`config.mk`:
```
export PLATFORM = sky130hd
export DESIGN_NAME = seg_scroller
export DESIGN_NICKNAME = d
export VERILOG_FILES = /design/src/rtl/seg_scroller_pkg.sv /design/src/rtl/seg_decoder.sv /design/src/rtl/seg_scroller.sv
export SDC_FILE = /design/constraint.sdc
export NUM_CORES = 1
export LEC_CHECK = 0
export ABC_AREA = 1
export BUFFER_PORTS_ARGS = -buffer_cell sky130_fd_sc_hd__buf_2
export CORE_MARGIN = 5
export CORE_UTILIZATION = 45
export CTS_CLUSTER_SIZE = 24
export DETAILED_ROUTE_END_ITERATION = 16
export PLACE_DENSITY_LB_ADDON = 0.2
export SYNTH_ARGS = -nofsm -noshare
export SYNTH_HDL_FRONTEND = slang
export SYNTH_SLANG_ARGS = --single-unit
```
`constraint.sdc`:
```
create_clock -name CLOCK_50 -period 3.3 [get_ports CLOCK_50]
set_clock_uncertainty 0.2 [all_clocks]
set_input_delay 0.33 -clock CLOCK_50 [delete_from_list [all_inputs] [get_ports CLOCK_50]]
set_output_delay 0.33 -clock CLOCK_50 [all_outputs]
set_load 0.01 [all_outputs]
```
`src/rtl/seg_scroller_pkg.sv`:
```
// seg_scroller_pkg: shared constants for the 7-segment marquee scroller.
//   - Symbol codes that have a fixed meaning (blank, all segments on).
//   - Active-low segment patterns, bit 0 = segment a ... bit 6 = segment g.
//   - Scroll direction encodings as seen on the dir input.
package seg_scroller_pkg;

  localparam int unsigned SYM_BLANK = 0;
  localparam int unsigned SYM_FULL  = 7;

  // Active-low: a 0 bit lights the segment. Bit order {g,f,e,d,c,b,a}.
  localparam logic [6:0] SEG_BLANK = 7'b1111111;
  localparam logic [6:0] SEG_FULL  = 7'b0000000;
  localparam logic [6:0] SEG_A     = 7'b1111110;
  localparam logic [6:0] SEG_G     = 7'b0111111;
  localparam logic [6:0] SEG_D     = 7'b1110111;
  localparam logic [6:0] SEG_EF    = 7'b1001111;
  localparam logic [6:0] SEG_BC    = 7'b1111001;
  localparam logic [6:0] SEG_ADG   = 7'b0110110;

  localparam logic DIR_LEFT  = 1'b0;
  localparam logic DIR_RIGHT = 1'b1;

endpackage

```
`src/rtl/seg_decoder.sv`:
```
// seg_decoder: combinational symbol-code to 7-segment decoder, one per digit.
// Ports:
//   sym_i  SYM_W-bit symbol code
//   seg_o  active-low segments, bit 0 = a ... bit 6 = g
// Codes 0..7 have fixed glyphs; any wider code decodes to blank.
module seg_decoder
  import seg_scroller_pkg::*;
#(
  parameter int unsigned SYM_W = 3
) (
  input  logic [SYM_W-1:0] sym_i,
  output logic [6:0]       seg_o
);

  always_comb begin
    seg_o = SEG_BLANK;
    case (32'(sym_i))
      SYM_BLANK: seg_o = SEG_BLANK;
      32'd1:     seg_o = SEG_A;
      32'd2:     seg_o = SEG_G;
      32'd3:     seg_o = SEG_D;
      32'd4:     seg_o = SEG_EF;
      32'd5:     seg_o = SEG_BC;
      32'd6:     seg_o = SEG_ADG;
      SYM_FULL:  seg_o = SEG_FULL;
      default:   seg_o = SEG_BLANK;
    endcase
  end

endmodule

```
`src/rtl/seg_scroller.sv`:
```
// seg_scroller: marquee scroller for an N_DIGITS 7-segment bank.
// A ring of N_DIGITS symbol codes rotates one digit per divider tick; the
// divider limit is stepped by speed_up/speed_dn rising edges.
// Ports:
//   CLOCK_50, reset      clock, synchronous active-high reset
//   speed_up, speed_dn   level buttons, one limit step per rising edge
//   dir, run             scroll direction (0 = left) and enable, sampled on tick
//   load, load_pattern   strobe + pattern to load into the ring (beats tick)
//   pattern_out          registered ring contents, digit i = [i*SYM_W +: SYM_W]
//   tick                 one-cycle pulse on each divider wrap
//   div_limit            current divider limit
//   hex_out              active-low segments, digit i = [i*7 +: 7]
// Build option: define SEG_SCROLLER_DEBOUNCE_EN to debounce speed_up, speed_dn
// and load over DEB_CYCLES stable cycles before they are used.
module seg_scroller
  import seg_scroller_pkg::*;
#(
  parameter int unsigned N_DIGITS    = 8,
  parameter int unsigned SYM_W       = 3,
  parameter int unsigned CNT_W       = 27,
  parameter int unsigned DIV_DEFAULT = 49999999,
  parameter int unsigned DIV_STEP    = 5000000,
  parameter int unsigned DIV_MIN     = 4999999,
  parameter int unsigned DIV_MAX     = 99999999,
  parameter int unsigned DEB_CYCLES  = 500000
) (
  input  logic                      CLOCK_50,
  input  logic                      reset,
  input  logic                      speed_up,
  input  logic                      speed_dn,
  input  logic                      dir,
  input  logic                      run,
  input  logic                      load,
  input  logic [N_DIGITS*SYM_W-1:0] load_pattern,
  output logic [N_DIGITS*SYM_W-1:0] pattern_out,
  output logic                      tick,
  output logic [CNT_W-1:0]          div_limit,
  output logic [N_DIGITS*7-1:0]     hex_out
);

  localparam int unsigned PAT_W = N_DIGITS * SYM_W;

  localparam logic [CNT_W:0]   STEP_X  = (CNT_W + 1)'(DIV_STEP);
  localparam logic [CNT_W:0]   MIN_X   = (CNT_W + 1)'(DIV_MIN);
  localparam logic [CNT_W:0]   MAX_X   = (CNT_W + 1)'(DIV_MAX);
  localparam logic [CNT_W-1:0] DEF_L   = CNT_W'(DIV_DEFAULT);
  localparam logic [PAT_W-1:0] PAT_RST = PAT_W'(SYM_FULL);

  if (N_DIGITS < 2) begin : g_bad_digits
    $error("seg_scroller: N_DIGITS must be at least 2");
  end
  if (DIV_MIN > DIV_DEFAULT || DIV_DEFAULT > DIV_MAX) begin : g_bad_order
    $error("seg_scroller: need DIV_MIN <= DIV_DEFAULT <= DIV_MAX");
  end
  if (64'(DIV_MAX) >= (64'd1 << CNT_W)) begin : g_bad_width
    $error("seg_scroller: DIV_MAX does not fit in CNT_W bits");
  end
  // A zero-length stability window has no meaning for the debouncer.
  if (DEB_CYCLES < 1) begin : g_bad_deb
    $error("seg_scroller: DEB_CYCLES must be at least 1");
  end

  logic up_lvl, dn_lvl, load_evt;

`ifdef SEG_SCROLLER_DEBOUNCE_EN
  localparam int unsigned DEB_W = $clog2(DEB_CYCLES + 1);

  // Index 0 = speed_up, 1 = speed_dn, 2 = load.
  logic [2:0]       deb_raw;
  logic [2:0]       deb_q, deb_d;
  logic [DEB_W-1:0] deb_cnt_q [3];
  logic [DEB_W-1:0] deb_cnt_d [3];
  logic             load_prev_q, load_prev_d;

  assign deb_raw = {load, speed_dn, speed_up};

  // Count consecutive cycles the raw input disagrees with the debounced level;
  // any agreement restarts the window.
  always_comb begin
    deb_d = deb_q;
    for (int i = 0; i < 3; i++) begin
      deb_cnt_d[i] = '0;
      if (deb_raw[i] != deb_q[i]) begin
        if (deb_cnt_q[i] == DEB_W'(DEB_CYCLES - 1)) begin
          deb_d[i] = deb_raw[i];
        end else begin
          deb_cnt_d[i] = deb_cnt_q[i] + DEB_W'(1);
        end
      end
    end
    load_prev_d = deb_q[2];
  end

  always_ff @(posedge CLOCK_50) begin
    if (reset) begin
      deb_q       <= '0;
      load_prev_q <= 1'b0;
      for (int i = 0; i < 3; i++) begin
        deb_cnt_q[i] <= '0;
      end
    end else begin
      deb_q       <= deb_d;
      load_prev_q <= load_prev_d;
      for (int i = 0; i < 3; i++) begin
        deb_cnt_q[i] <= deb_cnt_d[i];
      end
    end
  end

  assign up_lvl   = deb_q[0];
  assign dn_lvl   = deb_q[1];
  assign load_evt = deb_q[2] & ~load_prev_q;
`else
  assign up_lvl   = speed_up;
  assign dn_lvl   = speed_dn;
  assign load_evt = load;
`endif

  logic             up_prev_q, up_prev_d;
  logic             dn_prev_q, dn_prev_d;
  logic             up_edge, dn_edge;
  logic [CNT_W-1:0] cnt_q, cnt_d;
  logic [CNT_W-1:0] limit_q, limit_d;
  logic [CNT_W:0]   lim_ext, lim_sum;
  logic [PAT_W-1:0] pat_q, pat_d;
  logic             wrap;

  always_comb begin
    up_prev_d = up_lvl;
    dn_prev_d = dn_lvl;
    up_edge   = up_lvl & ~up_prev_q;
    dn_edge   = dn_lvl & ~dn_prev_q;

    // Limit arithmetic is done one bit wider so neither direction can wrap.
    lim_ext = {1'b0, limit_q};
    lim_sum = lim_ext + STEP_X;
    limit_d = limit_q;
    if (up_edge && !dn_edge) begin
      if (lim_ext >= MIN_X + STEP_X) begin
        limit_d = limit_q - CNT_W'(DIV_STEP);
      end else begin
        limit_d = CNT_W'(DIV_MIN);
      end
    end else if (dn_edge && !up_edge) begin
      if (lim_sum > MAX_X) begin
        limit_d = CNT_W'(DIV_MAX);
      end else begin
        limit_d = lim_sum[CNT_W-1:0];
      end
    end

    // >= so that a limit lowered under the running count wraps immediately.
    wrap  = (cnt_q >= limit_q);
    cnt_d = wrap ? '0 : cnt_q + CNT_W'(1);

    pat_d = pat_q;
    if (load_evt) begin
      pat_d = load_pattern;
    end else if (wrap && run) begin
      if (dir == DIR_LEFT) begin
        pat_d = {pat_q[PAT_W-SYM_W-1:0], pat_q[PAT_W-1 -: SYM_W]};
      end else begin
        pat_d = {pat_q[SYM_W-1:0], pat_q[PAT_W-1:SYM_W]};
      end
    end
  end

  always_ff @(posedge CLOCK_50) begin
    if (reset) begin
      cnt_q     <= '0;
      limit_q   <= DEF_L;
      up_prev_q <= 1'b0;
      dn_prev_q <= 1'b0;
      pat_q     <= PAT_RST;
    end else begin
      cnt_q     <= cnt_d;
      limit_q   <= limit_d;
      up_prev_q <= up_prev_d;
      dn_prev_q <= dn_prev_d;
      pat_q     <= pat_d;
    end
  end

  assign tick        = wrap & ~reset;
  assign div_limit   = limit_q;
  assign pattern_out = pat_q;

  for (genvar i = 0; i < N_DIGITS; i++) begin : g_dig
    seg_decoder #(
      .SYM_W (SYM_W)
    ) u_dec (
      .sym_i (pat_q[i*SYM_W +: SYM_W]),
      .seg_o (hex_out[i*7 +: 7])
    );
  end

endmodule

```
==> metrics.csv, run 1 <==
metric;value;unit
status;finished, final reports clean;
core area;17780;um2
ratio of cells with drive above 1 in the final layout;0.2366;
Final #Nets;1457;
max-slew violations;0;
Vias;8153;
Fillers;1757;
area leader, netlist;dfxtp_1;
placed inst area;9040;um2
clk sinks;115;
Max Fclk;322.1;MHz
Area Growth Syn to Fin;21.25;%
hpwl dp;18950;um
met3 wire len;1487;um
synthesized area;8061;um2
Clock transition at path regs;0.06;ns
die area;20690;um2
post-synth cell types;49;
Post-synth EDFFs;0;
antenna violations before repair;0;
clk buf depth;2;
DRT iter0 DRCs;480;
Die X;143.8;um
Min-Delay Path Depth;3;
worst slew pin tran;0.7316;ns
Met2 Wirelength;12170;um
asr flop ratio synth;0;
CP Capture Type;register;
H-Tree Depth;4;
Final Total Pwr;5.166;mW
Die Ht;143.8;um
Rows;49;
count leader, synth;nand2_1;
number of port buffers;138;
Seq/Total Area, Yosys;0.2856;
Final Hold Fails;0;
tightest hold margin;0.02094;ns
Post-Route WL;24620;um
Synth Register Bits;115;
Post-synth top cells;nand2_1 (335), inv_1 (162), dfxtp_1 (115);
via/cell ratio;5.058;
Synth area leaders;dfxtp_1 (29%), nand2_1 (16%), ha_1 (8.8%);
mean area per synthesized cell;6.597;um2
design area;9774;um2
TritonCTS clock tree;yes;
I/O pin cnt;139;
register area;2305;um2
Power Dens Cells;528.5;nW/um2
final RePlAce weighted congestion;0.9449;
post-route clock period utilization;0.9407;
# setup viols final;0;
cell count after synthesis;1222;
Crit Path Max Fanout;12;
Worst IR Drop VDD;0.4017;mV
Synth Flop Type;dfxtp_1;
Clk Latency, worst-skew pair;0.42;ns
Leakage;5.049;nW
WP data required;3.41;ns
post-synth top area share;0.2856;
critical path type;register to register;
uppermost layer routed;met4;
CP Cell Sequence;inv_4, ha_1, a21oi_1, o21ai_0, nand2_1, o211ai_1, a21oi_2, nand3_2, nand2_2, nand2_4, clkbuf_16, o21ai_0, inv_1, nand2_1, inv_2, ha_1, or2_2;
CP max stage delay;0.35;ns
Initial Utilization;0.4534;
WL met1;10220;um
Final TNS setup;0;ns
slew margin rel.;0.5117;
RSZ-0062 raised after global routing;true;
CP arrival;3.22;ns
area taken by multi-input logic gates;4777;um2
TritonCTS buffer count;17;
post-route ant nets;0;
drt drc;0;
Hold WC Path Type;input port to register;
CTS root buffer;clkbuf_16;
global-route wire length before repair;39550;um
total track usage;0.2407;
CP Launch Type;register;
R2R depth;17;
post-DR wirelength/cell;15.27;um
total global routing overflow;0;
reg-to-reg slack, setup;0.20;ns
DR pass1 iterations;5;
synth warn;0;
Worst path slowest cell;dfxtp_2;
largest net degree at the start of global routing;50;
Final Critical Period;3.104;ns
Max-cap violations;0;
syn nets;1310;
Final Util;0.5498;
vias in the first global route;8012;
worst paths after layout:
check	endpoint	from
setup / recovery	g_dig[5].u_dec.seg_o[5]	div_limit[14]
hold reg to reg	cnt_q[0]	cnt_q[0]
setup reg to reg	g_dig[5].u_dec.seg_o[5]	div_limit[14]
hold / removal	pattern_out[0]	load_pattern[0]
sequential cells by signal, indices dropped and copies added (netlist names):
register           cells
g_dig.u_dec.seg_o     40
div_limit             22
pattern_out           24
cnt_q                 27
up_prev_q              1
dn_prev_q              1
through the flow:
stage	instances	setup WS [ns]
3_5_place_dp	1574	0.03429
6_report	1612	0.1956
4_1_cts	1608	0.01200
2_1_floorplan	1222	0.01231
5_1_grt	1611	-0.03579
3_3_place_gp	1574	0.08096
layout make-up:
| class | instances | share of cell area |
|---|---|---|
| multi-input combinational | 865 | 0.4887 |
| sequential | 115 | 0.2358 |
| timing repair buffer | 195 | 0.1198 |
| inverter | 175 | 0.06797 |
| clock buffer | 19 | 0.04531 |
| tap | 229 | 0.02931 |
| clock inverter | 13 | 0.01280 |
| antenna | 1 | 0.0002560 |
kinds of logic (layout without fill, tap and decap cells):
logic type | after synthesis | after routing | synth area share
buf+inv | 242 | 402 | 0.1322
simple gates | 635 | 635 | 0.3579
fa+ha+maj | 57 | 57 | 0.08847
flops | 115 | 115 | 0.2856
other cells | 0 | 1 | 0
xor+xnor | 29 | 29 | 0.03151
compound gates | 144 | 144 | 0.1043
placed cells by master, fill, tap and decap left out, types with 3 or more instances in the layout:
cell       count
nand3b_1       3
nand3_1       73
clkinv_4       4
nor2_1       105
clkbuf_16     19
nand2_4        4
ha_1          55
buf_2        138
a31oi_1        5
a21oi_2        5
inv_1        154
nor3_1        12
dfxtp_1      113
nor4_1         4
inv_6          3
inv_2         15
nand2_1      331
or2_2          8
buf_4         52
nand3_2       10
o21ai_2        4
o21a_1         3
nor2_2         3
nand2_2       34
xor2_1        27
clkinv_2       3
o21ai_0       44
o21ai_1        8
a21oi_1       43
nor3b_1       10
o22ai_1        4
o211ai_1      20
nor2_4         5
clkinv_1       3
nand4_1       24
inv_4          3
routing by layer:
| layer | global-route usage | vias up |
|---|---|---|
| li1 | - | 4176 |
| met1 | 0.2893 | 3686 |
| met2 | 0.4238 | 241 |
| met3 | 0.04692 | 50 |
| met4 | 0.09019 | 0 |
| met5 | 0 | - |
report_power, final:
| group | switching, mW | internal (mW) |
|---|---|---|
| clock network | 0.711 | 1.07 |
| registers | 0.0762 | 1.51 |
| logic | 1.15 | 0.646 |
| total | 1.94 | 3.22 |
repair_timing:
| item | 4_1_cts | 5_1_grt |
|---|---|---|
| gates resized for setup | 0 | 32 |
| hold endpoints to repair | 2 | 0 |
| endpoints found under the setup margin | 0 | 32 |
| buffers inserted | 0 | 1 |
| hold buffers | 2 | 0 |
worst max-delay path: cells and delay by family, from the launching register on:
family          cells  cell delay [ns]
compound gates      5             0.66
buf+inv             4             0.38
simple gates        6             0.81
flops               1             0.35
fa+ha+maj           2             0.59
Note: power is estimated with default switching activity, not from simulation.
==> run 2: changes to the inputs <==
--- a/config.mk
+++ b/config.mk
@@ -14,4 +14,5 @@
 export PLACE_DENSITY_LB_ADDON = 0.2
 export SYNTH_ARGS = -nofsm -noshare
 export SYNTH_HDL_FRONTEND = slang
+export SYNTH_HIERARCHICAL = 1
 export SYNTH_SLANG_ARGS = --single-unit
==> run 2 against run 1 <==
Against the previous run:
- power decreased by 31%
- clock power down 48%
- critical path type unchanged
- worst setup slack better by 0.14 ns
- critical endpoint is now cnt_q[8]
- largest power group unchanged
==> metrics.csv, run 2 <==
metric;value;unit
Clock transition at path regs;0.06;ns
HP Start;load_pattern[2];
Max Fclk;337.0;MHz
tightest hold margin;0.05698;ns
Seq/Total Area, Yosys;0.2122;
CTS root buffer;clkbuf_16;
max reg flops;27;
commonest cells after routing, fill and taps aside;nand2_1 (285), inv_1 (146), buf_2 (138), nor2_1 (111), dfxtp_1 (75);
clk sinks;75;
total global routing overflow;0;
max-slew violations;0;
setup bufs post-CTS;0;
DRT iter0 DRCs;640;
# diodes;0;
syn nets;1215;
register area;1501;um2
ratio of cells with drive above 1 in the final layout;0.1883;
Final TNS setup;0;ns
Flop pwr share;0.306;
Reg-to-Reg Start;div_limit[20];
met3 wire len;1530;um
Power Dens Cells;436.8;nW/um2
Crit Path Max Fanout;14;
Final #Nets;1327;
H-Tree Depth;3;
Die X;135.4;um
area leader, netlist;dfxtp_1;
crit path from;div_limit[20];
hpwl dp;16080;um
switching part of the total power;0.4251;
Post-synth top cells;nand2_1 (285), inv_1 (146), nor2_1 (111);
drt drc;0;
Psw;1.507;mW
uppermost layer routed;met4;
reg-to-reg slack, setup;0.33;ns
Met2 Wirelength;9257;um
Hold WC Path Type;input port to register;
status;finished, final reports clean;
Synth Register Bits;75;
Post-synth EDFFs;0;
WP data required;3.36;ns
area taken by multi-input logic gates;4573;um2
FF-to-FF End;cnt_q[8];
mean area per synthesized cell;6.340;um2
CP arrival;3.03;ns
core area;15310;um2
DR pass1 iterations;6;
post-DR wirelength/cell;14.38;um
Resize count post-CTS;0;
Vias;7353;
Final Total Pwr;3.544;mW
Rows;45;
most common cell after layout, fill and taps aside;nand2_1;
asr flop ratio synth;0;
post-synth cell types;42;
Final WS setup;0.3327;ns
R2R depth;10;
CP Capture Type;register;
Final Util;0.5298;
Die Ht;135.4;um
Area Growth Syn to Fin;14.68;%
# setup viols final;0;
Synth area leaders;dfxtp_1 (21%), nand2_1 (15%), ha_1 (12%);
Post-Route WL;20750;um
Final Critical Period;2.967;ns
slew margin rel.;0.5002;
via/cell ratio;5.096;
Max-cap violations;0;
WL met1;9603;um
Worst IR Drop VDD;0.2769;mV
clock share of power;0.259;
antenna violations before repair;0;
post-route ant nets;0;
Final Hold Fails;0;
Synth Flop Type;dfxtp_1;
Leakage;4.160;nW
global-route wire length before repair;32920;um
total track usage;0.2224;
synth warn;6;
critical path type;register to register;
RSZ-0062 raised after global routing;false;
number of port buffers;138;
I/O pin cnt;139;
Setup WS pre-CTS;0.3310;ns
internal power;2.038;mW
TritonCTS buffer count;9;
Largest Register;cnt_q;
CP Launch Type;register;
post-route clock period utilization;0.8992;
TritonCTS clock tree;yes;
synthesized area;7076;um2
Clk Latency, worst-skew pair;0.35;ns
crit path to;cnt_q[8];
Fillers;1607;
vias in the first global route;6461;
largest net degree at the start of global routing;49;
Initial Utilization;0.4620;
worst slew pin tran;0.7496;ns
cell count after synthesis;1116;
count leader, synth;nand2_1;
Comb power frac;0.435;
final RePlAce weighted congestion;0.9566;
die area;18330;um2
post-synth top area share;0.2122;
clk buf depth;2;
==> run 2: cell type report <==
class                   count  area share
well taps                 211     0.03254
flip-flops and latches     75      0.1850
multi-input cells         815      0.5636
repair buffers            164      0.1098
clock inverters             2    0.001542
clock buffers              13     0.03084
inverters                 163     0.07664
==> run 2: kinds of logic (layout without fill, tap and decap cells) <==
kind of cell | Yosys count | in the layout | share of synthesized area
buf+inv | 226 | 342 | 0.1415
xor+xnor | 24 | 24 | 0.02971
simple gates | 543 | 543 | 0.3425
flops | 75 | 75 | 0.2122
fa+ha+maj | 68 | 68 | 0.1202
compound gates | 180 | 180 | 0.1538
==> run 2: power groups by stage <==
stage	combinational, mW	clock (mW)	sequential [mW]
detailed placement	1.52	0	1.10
floorplan	1.10	0	1.11
global placement	1.51	0	1.10
finish	1.54	0.918	1.09
CTS	1.52	0.947	1.08
global route	1.72	0.974	1.10
==> run 2: metal layers <==
layer	vias to the layer above	global-route usage
li1	3818	-
met1	3259	0.3082
met2	243	0.3460
met3	33	0.04978
met4	0	0.06439
met5	-	0
==> run 2: stage by stage <==
step | instance area [um2] | cells
finish | 8114 | 1443
global route | 8114 | 1443
CTS | 8114 | 1443
detailed placement | 7831 | 1426
global placement | 7831 | 1426
floorplan | 7076 | 1116
==> run 2: worst min path at each step <==
stage	cells after the start	to
2_1_floorplan	1	cnt_q[0]
3_3_place_gp	1	cnt_q[0]
3_5_place_dp	1	cnt_q[0]
4_1_cts	3	pattern_out[2]
5_1_grt	3	pattern_out[2]
6_report	3	pattern_out[2]
==> run 2: worst max-delay path, cell delays in order, from the launching register on <==
cell      delay, ns
dfxtp_1        0.53
inv_4          0.12
ha_1           0.34
a21oi_1        0.14
o21ai_0        0.08
nand3_1        0.08
o211ai_1       0.09
a21oi_1        0.22
nand4_1        0.54
buf_4          0.38
a211oi_1       0.16
==> run 2: repair_timing <==
item / CTS / global route
hold endpoints to repair: 2 / 0
hold buffers: 2 / 0
setup endpoints to repair: 0 / 0
